## config.mk

```make
export PLATFORM = sky130hd
export DESIGN_NAME = xadc_drp_sequencer
export DESIGN_NICKNAME = d
export VERILOG_FILES = /design/src/rtl/xadc_drp_sequencer.sv
export SDC_FILE = /design/constraint.sdc
export NUM_CORES = 1
export LEC_CHECK = 0
export ABC_AREA = 1
export ABC_CLOCK_PERIOD_IN_PS = 2000
export BUFFER_PORTS_ARGS = -buffer_cell sky130_fd_sc_hd__buf_2
export CORE_MARGIN = 8
export CORE_UTILIZATION = 54
export CTS_BUF_LIST = sky130_fd_sc_hd__clkbuf_4
export CTS_CLUSTER_DIAMETER = 120
export CTS_CLUSTER_SIZE = 10
export DETAILED_ROUTE_END_ITERATION = 6
export GPL_TIMING_DRIVEN = 1
export PLACE_DENSITY = 0.91
export SYNTH_ARGS = -nofsm -noshare
export SYNTH_HDL_FRONTEND = slang
export SYNTH_SLANG_ARGS = --single-unit
```

## constraint.sdc

```tcl
create_clock -name clk -period 2 [get_ports clk]
set_clock_uncertainty 0.15 [all_clocks]
set_input_delay 0.1 -clock clk [delete_from_list [all_inputs] [get_ports clk]]
set_output_delay 0.1 -clock clk [all_outputs]
set_load 0.01 [all_outputs]
```

## src/rtl/xadc_drp_sequencer.sv

```systemverilog
// Round-robin XADC DRP read sequencer: one aux-channel read per end-of-conversion.
// Define XADC_SEQ_AVG_EN to average 16 reads per channel before publishing.
module xadc_drp_sequencer #(
    parameter logic [6:0] ADDR0   = 7'h1E,
    parameter logic [6:0] ADDR1   = 7'h17,
    parameter logic [6:0] ADDR2   = 7'h1F,
    parameter logic [6:0] ADDR3   = 7'h16,
    parameter logic [7:0] TIMEOUT = 8'd255
) (
    input  logic        clk,
    input  logic        rst_n,
    input  logic [3:0]  ch_en,
    input  logic        eoc,
    output logic        drp_den,
    output logic [6:0]  drp_daddr,
    input  logic [15:0] drp_do,
    input  logic        drp_drdy,
    output logic [47:0] sample_flat,
    output logic [3:0]  sample_valid,
    output logic [1:0]  cur_ch,
    output logic        busy,
    output logic        timeout_err
);

    typedef enum logic [1:0] {
        S_IDLE,
        S_ISSUE,
        S_WAIT
    } state_t;

    state_t      state, state_n;
    logic [1:0]  ptr;
    logic [1:0]  sel;
    logic [7:0]  timer;
    logic [11:0] s [4];
    logic        load, rd_done, tmo;
    logic        unused_lo;

    assign unused_lo   = ^drp_do[3:0];
    assign sample_flat = {s[3], s[2], s[1], s[0]};

    function automatic logic [6:0] addr_of(input logic [1:0] c);
        logic [6:0] a;
        unique case (c)
            2'd0:    a = ADDR0;
            2'd1:    a = ADDR1;
            2'd2:    a = ADDR2;
            default: a = ADDR3;
        endcase
        return a;
    endfunction

    // First enabled channel at or after ptr, wrapping
    always_comb begin
        logic       found;
        logic [1:0] idx;
        sel   = ptr;
        found = 1'b0;
        for (int k = 0; k < 4; k++) begin
            idx = ptr + 2'(k);
            if (!found && ch_en[idx]) begin
                sel   = idx;
                found = 1'b1;
            end
        end
    end

    always_ff @(posedge clk or negedge rst_n) begin
        if (!rst_n) state <= S_IDLE;
        else        state <= state_n;
    end

    always_comb begin
        state_n = state;
        drp_den = 1'b0;
        busy    = 1'b0;
        load    = 1'b0;
        rd_done = 1'b0;
        tmo     = 1'b0;
        unique case (state)
            S_IDLE: begin
                if (eoc && |ch_en) begin
                    load    = 1'b1;
                    state_n = S_ISSUE;
                end
            end
            S_ISSUE: begin
                drp_den = 1'b1;
                busy    = 1'b1;
                state_n = S_WAIT;
            end
            S_WAIT: begin
                busy = 1'b1;
                if (drp_drdy) begin
                    rd_done = 1'b1;
                    state_n = S_IDLE;
                end else if (timer == TIMEOUT) begin
                    tmo     = 1'b1;
                    state_n = S_IDLE;
                end
            end
            default: state_n = S_IDLE;
        endcase
    end

`ifdef XADC_SEQ_AVG_EN
    logic [15:0] acc [4];
    logic [3:0]  cnt [4];
    logic [15:0] acc_sum [4];

    always_comb begin
        for (int i = 0; i < 4; i++)
            acc_sum[i] = acc[i] + {4'd0, drp_do[15:4]};
    end
`endif

    always_ff @(posedge clk or negedge rst_n) begin
        if (!rst_n) begin
            ptr          <= 2'd0;
            cur_ch       <= 2'd0;
            drp_daddr    <= ADDR0;
            timer        <= 8'd0;
            timeout_err  <= 1'b0;
            sample_valid <= 4'd0;
            for (int i = 0; i < 4; i++) begin
                s[i] <= 12'd0;
`ifdef XADC_SEQ_AVG_EN
                acc[i] <= 16'd0;
                cnt[i] <= 4'd0;
`endif
            end
        end else begin
            if (load) begin
                cur_ch    <= sel;
                drp_daddr <= addr_of(sel);
            end
            if (state == S_ISSUE)     timer <= 8'd0;
            else if (state == S_WAIT) timer <= timer + 8'd1;
            if (rd_done || tmo) ptr <= cur_ch + 2'd1;
            if (tmo) timeout_err <= 1'b1;
            for (int i = 0; i < 4; i++) begin
                sample_valid[i] <= 1'b0;
                // Disable wins over an in-flight result
                if (!ch_en[i]) begin
                    s[i] <= 12'd0;
`ifdef XADC_SEQ_AVG_EN
                    acc[i] <= 16'd0;
                    cnt[i] <= 4'd0;
`endif
                end else if (rd_done && cur_ch == 2'(i)) begin
`ifdef XADC_SEQ_AVG_EN
                    if (cnt[i] == 4'hF) begin
                        s[i]            <= acc_sum[i][15:4];
                        sample_valid[i] <= 1'b1;
                        acc[i]          <= 16'd0;
                        cnt[i]          <= 4'd0;
                    end else begin
                        acc[i] <= acc_sum[i];
                        cnt[i] <= cnt[i] + 4'd1;
                    end
`else
                    s[i]            <= drp_do[15:4];
                    sample_valid[i] <= 1'b1;
`endif
                end
`ifdef XADC_SEQ_AVG_EN
                else if (tmo && cur_ch == 2'(i)) begin
                    acc[i] <= 16'd0;
                    cnt[i] <= 4'd0;
                end
`endif
            end
        end
    end

endmodule

```

# ---- Word level (Yosys, flattened, before mapping)
# Index checks and enable logic that the tools add are counted.
dict set report totals {
  register_bits 74
  latchBits 0
  mem_bits_rw 0
  rom_bits 0
  out_inout_bits 64
  memories 0
}
dict set report classes {
  add_sub_neg 5
  n_mul 0
  div 0
  magnitude_cmp 4
  eq_ne 14
  n_shift 0
  n_mux 46
  n_bitwise 0
  n_reduce_logical 19
}
# op count
set ops {}
lappend ops {{$mux W12} 8}
lappend ops {{$mux W1} 24}
lappend ops {{$mux W8} 2}
lappend ops {{$lt A2 B3 Y1 const B} 4}
lappend ops {{$mux W2} 6}
lappend ops {{$pmux W4 S3} 1}
lappend ops {{$add A8 B1 Y8 const B} 1}
lappend ops {{$bmux W1 S2} 4}
lappend ops {{$eq A2 B2 Y1 const B} 4}
lappend ops {{$eq A8 B8 Y1 const B} 1}
lappend ops {{$logic_and A1 B1 Y1} 8}
lappend ops {{$ne A2 B1 Y1 const B} 4}
lappend ops {{$eq A2 B1 Y1 const B} 3}
lappend ops {{$logic_not A2 Y1} 3}
lappend ops {{$pmux W2 S3} 1}
lappend ops {{$add A2 B1 Y2 const B} 2}
lappend ops {{$add A2 B2 Y2 const B} 2}
lappend ops {{$reduce_or A4 Y1} 1}
lappend ops {{$logic_not A1 Y1} 3}
lappend ops {{$ne A3 B3 Y1 const B} 1}
lappend ops {{$ne A2 B2 Y1 const B} 1}
lappend ops {{$reduce_and A2 Y1} 1}
lappend ops {{$reduce_bool A2 Y1} 1}
lappend ops {{$reduce_or A2 Y1} 1}
lappend ops {{$logic_or A1 B1 Y1} 1}

# ---- Longest topological paths before layout
# Gate-level depths: netlist of the first run.
dict set report depth {
  word_depth 14
  depth_mapped 14
}

# ---- Least setup slack after synthesis of the first run
# No wires, ideal clock.
dict set report synth_path {
  path_type {reg-to-reg}
  startpoint {register state[1]}
  endpoint {register timer[7]}
  setup_time_ns 0.120
  t_arrival_ns 1.386
  t_required_ns 1.730
  setup_slack_ns 0.344
  path_stages_with_launch 10
  n_path_buf 0
  synth_period_minus_slack_ns 1.656
  cell_sequence {dfrtp_1 > inv_1 > ha_1 > nand2_1 > inv_1 > nand3_1 > nor2_1 > nand3_1 > nand2_1 > a21oi_1}
}
dict set report synth_via {
  elab_chain_len 2
  elab_cells_between_ends 4
  classes_between {eq/ne: 2; mux: 1; reduce/logical: 1}
}
# item line_no
set synth_lines {}
lappend synth_lines {{start, declared} 31} ;# state_t state, state_n;
lappend synth_lines {{start signal, assigned} 70} ;# else state <= state_n;
lappend synth_lines {{$eq A2 B1 Y1 or $eq A2 B2 Y1 (tied branches)} {137, 138}}
lappend synth_lines {{$mux W8 or $reduce_bool A2 Y1 (tied branches)} --}
lappend synth_lines {{end signal, assigned} 138} ;# else if (state == S_WAIT) timer <= timer + 8'd1;
lappend synth_lines {{end, declared} 34} ;# logic [7:0] timer;
# Parallel ways exist; a longest one is shown, timed or not.
# A chain may end at the register's enable or synchronous reset.

# ---- Worst setup path in the final report of the first run
# Same ends and word-level chain as after synthesis.

==> results of run 1 <==
routing by layer:
metal / GRT usage [%] / vias to the layer above / wire, um
met5: 0 / - / 0
met4: 8.859 / 0 / 292
met3: 6.311 / 29 / 829
met2: 34.44 / 161 / 4079
met1: 25.77 / 1405 / 3491
li1: - / 1376 / -
area by class of cell:
type / instances / area [um2] / area share, %
Sequential cell: 69 / 1728 / 43.58
Multi-Input combinational cell: 234 / 1210 / 30.51
Timing Repair Buffer: 103 / 635.6 / 16.03
Inverter: 41 / 156.4 / 3.944
Tap cell: 75 / 93.84 / 2.367
Clock inverter: 7 / 73.82 / 1.862
Clock buffer: 9 / 67.56 / 1.704
report_power, final:
group          internal, mW  total (mW)  switching, mW
combinational         0.561        1.57           1.00
clock                 0.385       0.897          0.512
sequential             1.57        1.72          0.146
total                  2.52        4.18           1.66
critical path, delay by kind of cell, from the launching register on:
family | cells | cell delay [ps]
fa+ha+maj | 1 | 420
compound gates | 1 | 50
flops | 1 | 390
buf+inv | 2 | 160
simple gates | 5 | 620
state kept, by name, summed over array words and instances, names as in the netlist:
register	cells
cur_ch	2
ptr	2
sample_flat	48
state	2
sample_valid	4
timer	8
drp_daddr	2
timeout_err	1
timing repair:
| item | 4_1_cts | 5_1_grt |
|---|---|---|
| gates resized for setup | 0 | 8 |
| setup endpoints to repair | 0 | 38 |
| hold buffers | 18 | 0 |
| endpoints found under the hold margin | 109 | 0 |
path summary, 6_finish.rpt:
kind                              from         endpoint  cells after the start
min in group asynchronous        rst_n  sample_flat[10]                      2
setup / recovery              state[1]         timer[7]                      9
hold reg to reg            timeout_err      timeout_err                      2
hold / removal                     eoc     drp_daddr[3]                      5
setup reg to reg              state[1]         timer[7]                      9
max in group asynchronous        rst_n         timer[0]                      3
kinds of logic after synthesis:
family                   after synthesis  synth area share (%)
AND/OR/NAND/NOR                      153                 23.24
other                                  2                0.2360
flip-flops                            69                 54.31
buffers and inverters                 60                 8.022
AO/OA/AOI/OAI                         67                 10.66
adder cells (fa/ha/maj)                9                 3.539
placed cells by master, fill, tap and decap left out, drive strengths merged, types with 8 or more instances in the layout:
cell	count
buf	85
dfrtp	68
nand2	67
nand3	65
o21ai	58
inv	42
dlygate4sd3	18
nor2	15
ha	9
clkbuf	9
a21oi	8
==> impl_metrics.tcl, run 1 <==
set metrics [dict create \
    synthMostInstantiatedCell "dfrtp_1" \
    path_clk_slew_ps 120 \
    n_fill_cell 465 \
    wl_per_cell_um 16.16 \
    fin_area_um2 3965 \
    total_power_mw 4.178 \
    areaGrowthSynthToFinish_pct 24.62 \
    reg2reg_slack_ps 110 \
    tritoncts "yes" \
    portBuffers 78 \
    hold_viol 0 \
    ys_seq_elements 69 \
    grt_antenna_before_repair 0 \
    place_congestion 0.8864 \
    clockBufferDepth 2 \
    cp_max_fo 8 \
    whs_ps 40.75 \
    clkLatencyLatePin_ps 410 \
    final_cell_count_no_fill 538 \
    viasPerCell 5.522 \
    coreArea_um2 5816 \
    rows 28 \
    period_needed_ps 1888 \
    rsz0062_at_grt "false" \
    synthFlopType "dfrtp_1" \
    avgSynthCellArea_um2 8.838 \
    finalMaxSlewViolations 0 \
    vias 2971 \
    worst_slack_ps 112.4 \
    ioPinCount 88 \
    end_kind "register" \
    dr.pass1.iters 5 \
    tightest_slew_ps 681.6 \
    grt_usage_pct 21.24 \
    start_util_pct 54.71 \
    grt_pass1_wl_mm 14.51 \
    die-area_um2 8604 \
    irDropWorstVdd_mv 0.6078 \
    yosysWarnings 0 \
    chipHeight_um 92.76 \
    ant_nets 0 \
    period_share_pct 94.38 \
    powerDensity_nw_per_um2 1054 \
    diodes 0 \
    fin_nets 491 \
    dpl_worst_slack_ps 167.7 \
    cellLeakagePower_nw 2.171 \
    hpwl_mm 6.222 \
    synth_top_area_share_pct 53.48 \
    overflow 0 \
    outcome "complete, no violations" \
    path_cells "inv_1 > ha_1 > nand2_1 > inv_1 > nand3_1 > nor2_1 > nand3_1 > nand2_1 > a21oi_1" \
    yosys.cell_types.count 26 \
    start_kind "register" \
    ys_async_sr_fraction_pct 100.0 \
    worstPathRequired_ps 2160 \
    min_path_type "in -> reg" \
    synth.largest_area_cell "dfrtp_1" \
    clock_sinks 69 \
    die_width_um 92.76 \
    crit_slowest_cell "ha_1" \
    root_buffer "clkbuf_4" \
    crit_type "reg -> reg" \
    synthTopCellsByArea "dfrtp_1 53%, nand3_1 10%, o21ai_0 9.0%" \
    yosysSeqAreaShare_pct 54.31 \
    worst_slew_margin_rel_pct 54.56 \
    cp.arrival_ps 2050 \
    synthCells 360 \
    cap_violations 0 \
    htreeDepth 3 \
    fmax_mhz 529.8 \
    synthesis.area_um2 3182 \
    placed_area_um2 3641 \
    synth_edf_count 0 \
    grt_start_max_net_pins 30 \
    yosys-top-cells-count "68 x dfrtp_1, 64 x nand3_1, 58 x nand2_1" \
    first_global_vias 2972 \
    drt_iter0_drc 197 \
    drive_gt1_share_pct 26.13 \
    finalWirelength_mm 8.693 \
    postCtsSetupRepairBufs 0 \
    worst_path_largest_cell_delay_ps 420 \
    dp.cells 504 \
    setup-violations-final 0 \
    utilization_pct 68.18 \
    drc 0 \
    numCtsBuffers 9 \
    timing.setup.tns_ps 0 \
]
Note: power is estimated with default switching activity, not from simulation.
==> inputs of run 2 (changes only) <==
Settings changed: CORE_MARGIN 8 to 1.
==> impl_metrics.tcl, run 2 (synthesis gave the netlist of run 1 again) <==
set metrics [dict create \
    power_switching_mw 1.646 \
    end_kind "register" \
    dr.pass1.iters 6 \
    grt_antenna_before_repair 0 \
    finalMaxSlewViolations 0 \
    timing.setup.tns_ps 0 \
    drt_iter0_drc 319 \
    comb_power_share_pct 37.3 \
    vias 3034 \
    hpwl_mm 5.545 \
    dpl_worst_slack_ps 167.6 \
    die-area_um2 6203 \
    rsz0062_at_grt "false" \
    regToRegEndpoint "sample_flat[19]" \
    irDropWorstVdd_mv 0.5705 \
    largest_register_ffs 48 \
    hold_depth 5 \
    crit_slowest_cell "dfrtp_1" \
    worstPathRequired_ps 2150 \
    ant_nets 0 \
    viasPerCell 5.660 \
    diodes 0 \
    p_int_mw 2.638 \
    overflow 0 \
    cp.arrival_ps 2010 \
    areaGrowthSynthToFinish_pct 25.40 \
    tritoncts "yes" \
    grt_pass1_wl_mm 13.53 \
    total_power_mw 4.284 \
    period_share_pct 93.01 \
    crit_type "reg -> reg" \
    ioPinCount 88 \
    outcome "complete, no violations" \
    crit_end "sample_flat[19]" \
    grt_start_max_net_pins 36 \
    tightest_slew_ps 554.8 \
    whs_ps 57.52 \
    finalWirelength_mm 8.469 \
    grt_usage_pct 29.25 \
    period_needed_ps 1860 \
    worst_slew_margin_rel_pct 62.89 \
    place_congestion 0.8417 \
    hold_viol 0 \
    clkPwrFrac_pct 22.6 \
    reg2reg_slack_ps 140 \
    r2r-start "state[0]" \
    final_common_cell "buf_2" \
    wl_per_cell_um 15.80 \
    min_path_type "in -> reg" \
    htreeDepth 3 \
    startpoint "state[0]" \
    root_buffer "clkbuf_4" \
    clkLatencyLatePin_ps 410 \
    first_global_vias 2830 \
    seq_power_share_pct 40.1 \
    rows 27 \
    clock_sinks 69 \
    numCtsBuffers 9 \
    start_util_pct 56.74 \
    chipHeight_um 78.76 \
    cp_max_fo 12 \
    path_cells "inv_1 > ha_1 > nand2_1 > inv_1 > nand2_1 > nor2_1 > inv_1 > o21ai_0" \
    utilization_pct 71.15 \
    setup-violations-final 0 \
    swShare_pct 38.42 \
    start_kind "register" \
    coreArea_um2 5608 \
    powerDensity_nw_per_um2 1074 \
    cp_common_cell "inv_1" \
    clockBufferDepth 2 \
    worst_slack_ps 139.8 \
    path_clk_slew_ps 110 \
    layout_common_cells "78 x buf_2, 68 x dfrtp_1, 64 x nand3_1" \
    cellLeakagePower_nw 2.186 \
    die_width_um 78.76 \
    drc 0 \
    cap_violations 0 \
    drive_gt1_share_pct 25.43 \
    postCtsSetupRepairBufs 0 \
    portBuffers 78 \
    fin_nets 494 \
    rr_worst_depth 8 \
    fmax_mhz 537.6 \
    worst_path_largest_cell_delay_ps 390 \
]
run 2: changes by cell type in the layout (fill, tap and decap cells not counted):
cell | before | now
clkinv_4 | 2 | 0
dlygate4sd3_1 | 18 | 19
bufinv_16 | 1 | 2
buf_4 | 6 | 8
inv_2 | 5 | 2
o21ai_1 | 4 | 1
inv_1 | 35 | 38
inv_6 | 1 | 0
o21ai_0 | 54 | 57
run 2: how the worst min path moves through the flow:
| stage | startpoint | endpoint | slack (ps) |
|---|---|---|---|
| after floorplan | rst_n | cur_ch[0] | -350 |
| after global placement | rst_n | sample_flat[33] | -120 |
| after detailed placement | rst_n | sample_flat[33] | -120 |
| after CTS | eoc | drp_daddr[3] | 20 |
| after global routing | eoc | cur_ch[0] | 80 |
| final | eoc | drp_daddr[3] | 60 |
run 2: metrics by stage:
stage	instances	cell area (um2)
floorplan	363	3193
global placement	503	3652
detailed placement	503	3652
finish	536	3990
global route	536	3990
CTS	536	3988
run 2: area by class of cell:
class                   instances  area [um2]
flip-flops and latches         69        1728
fillers                       413        1618
multi-input cells             234        1210
repair buffers                106       660.6
inverters                      41       156.4
well taps                      72       90.09
clock inverters                 5       77.57
clock buffers                   9       67.56
run 2: metal layers:
layer / routed length (um) / global-route usage [%] / vias up / share of wire (%)
met2: 4040 / 44.70 / 207 / 48
met4: 371 / 18.89 / 0 / 4.4
met1: 3241 / 37.45 / 1410 / 38
met5: 0 / 0 / - / 0
li1: - / - / 1374 / -
met3: 815 / 6.897 / 43 / 9.6
run 2: power groups by stage:
stage | registers [mW] | logic [mW] | clock network (mW)
after floorplan | 1.75 | 1.12 | 0
after global placement | 1.73 | 1.48 | 0
after detailed placement | 1.73 | 1.55 | 0
after CTS | 1.71 | 1.58 | 0.987
after global routing | 1.74 | 1.80 | 1.03
final | 1.72 | 1.60 | 0.970
run 2: critical path, delay by kind of cell (launching register included):
kind,cells,cell delay (ps)
AOI/OAI and AO/OA,1,280
adders and majority gates,1,200
buffers and inverters,3,430
DFF,1,390
and+or+nand+nor,3,300
run 2: repair_timing:
action                                 CTS  global route
setup endpoints to repair                0             8
hold buffers                            19             0
resized for setup                        0             2
endpoints found under the hold margin  124             0
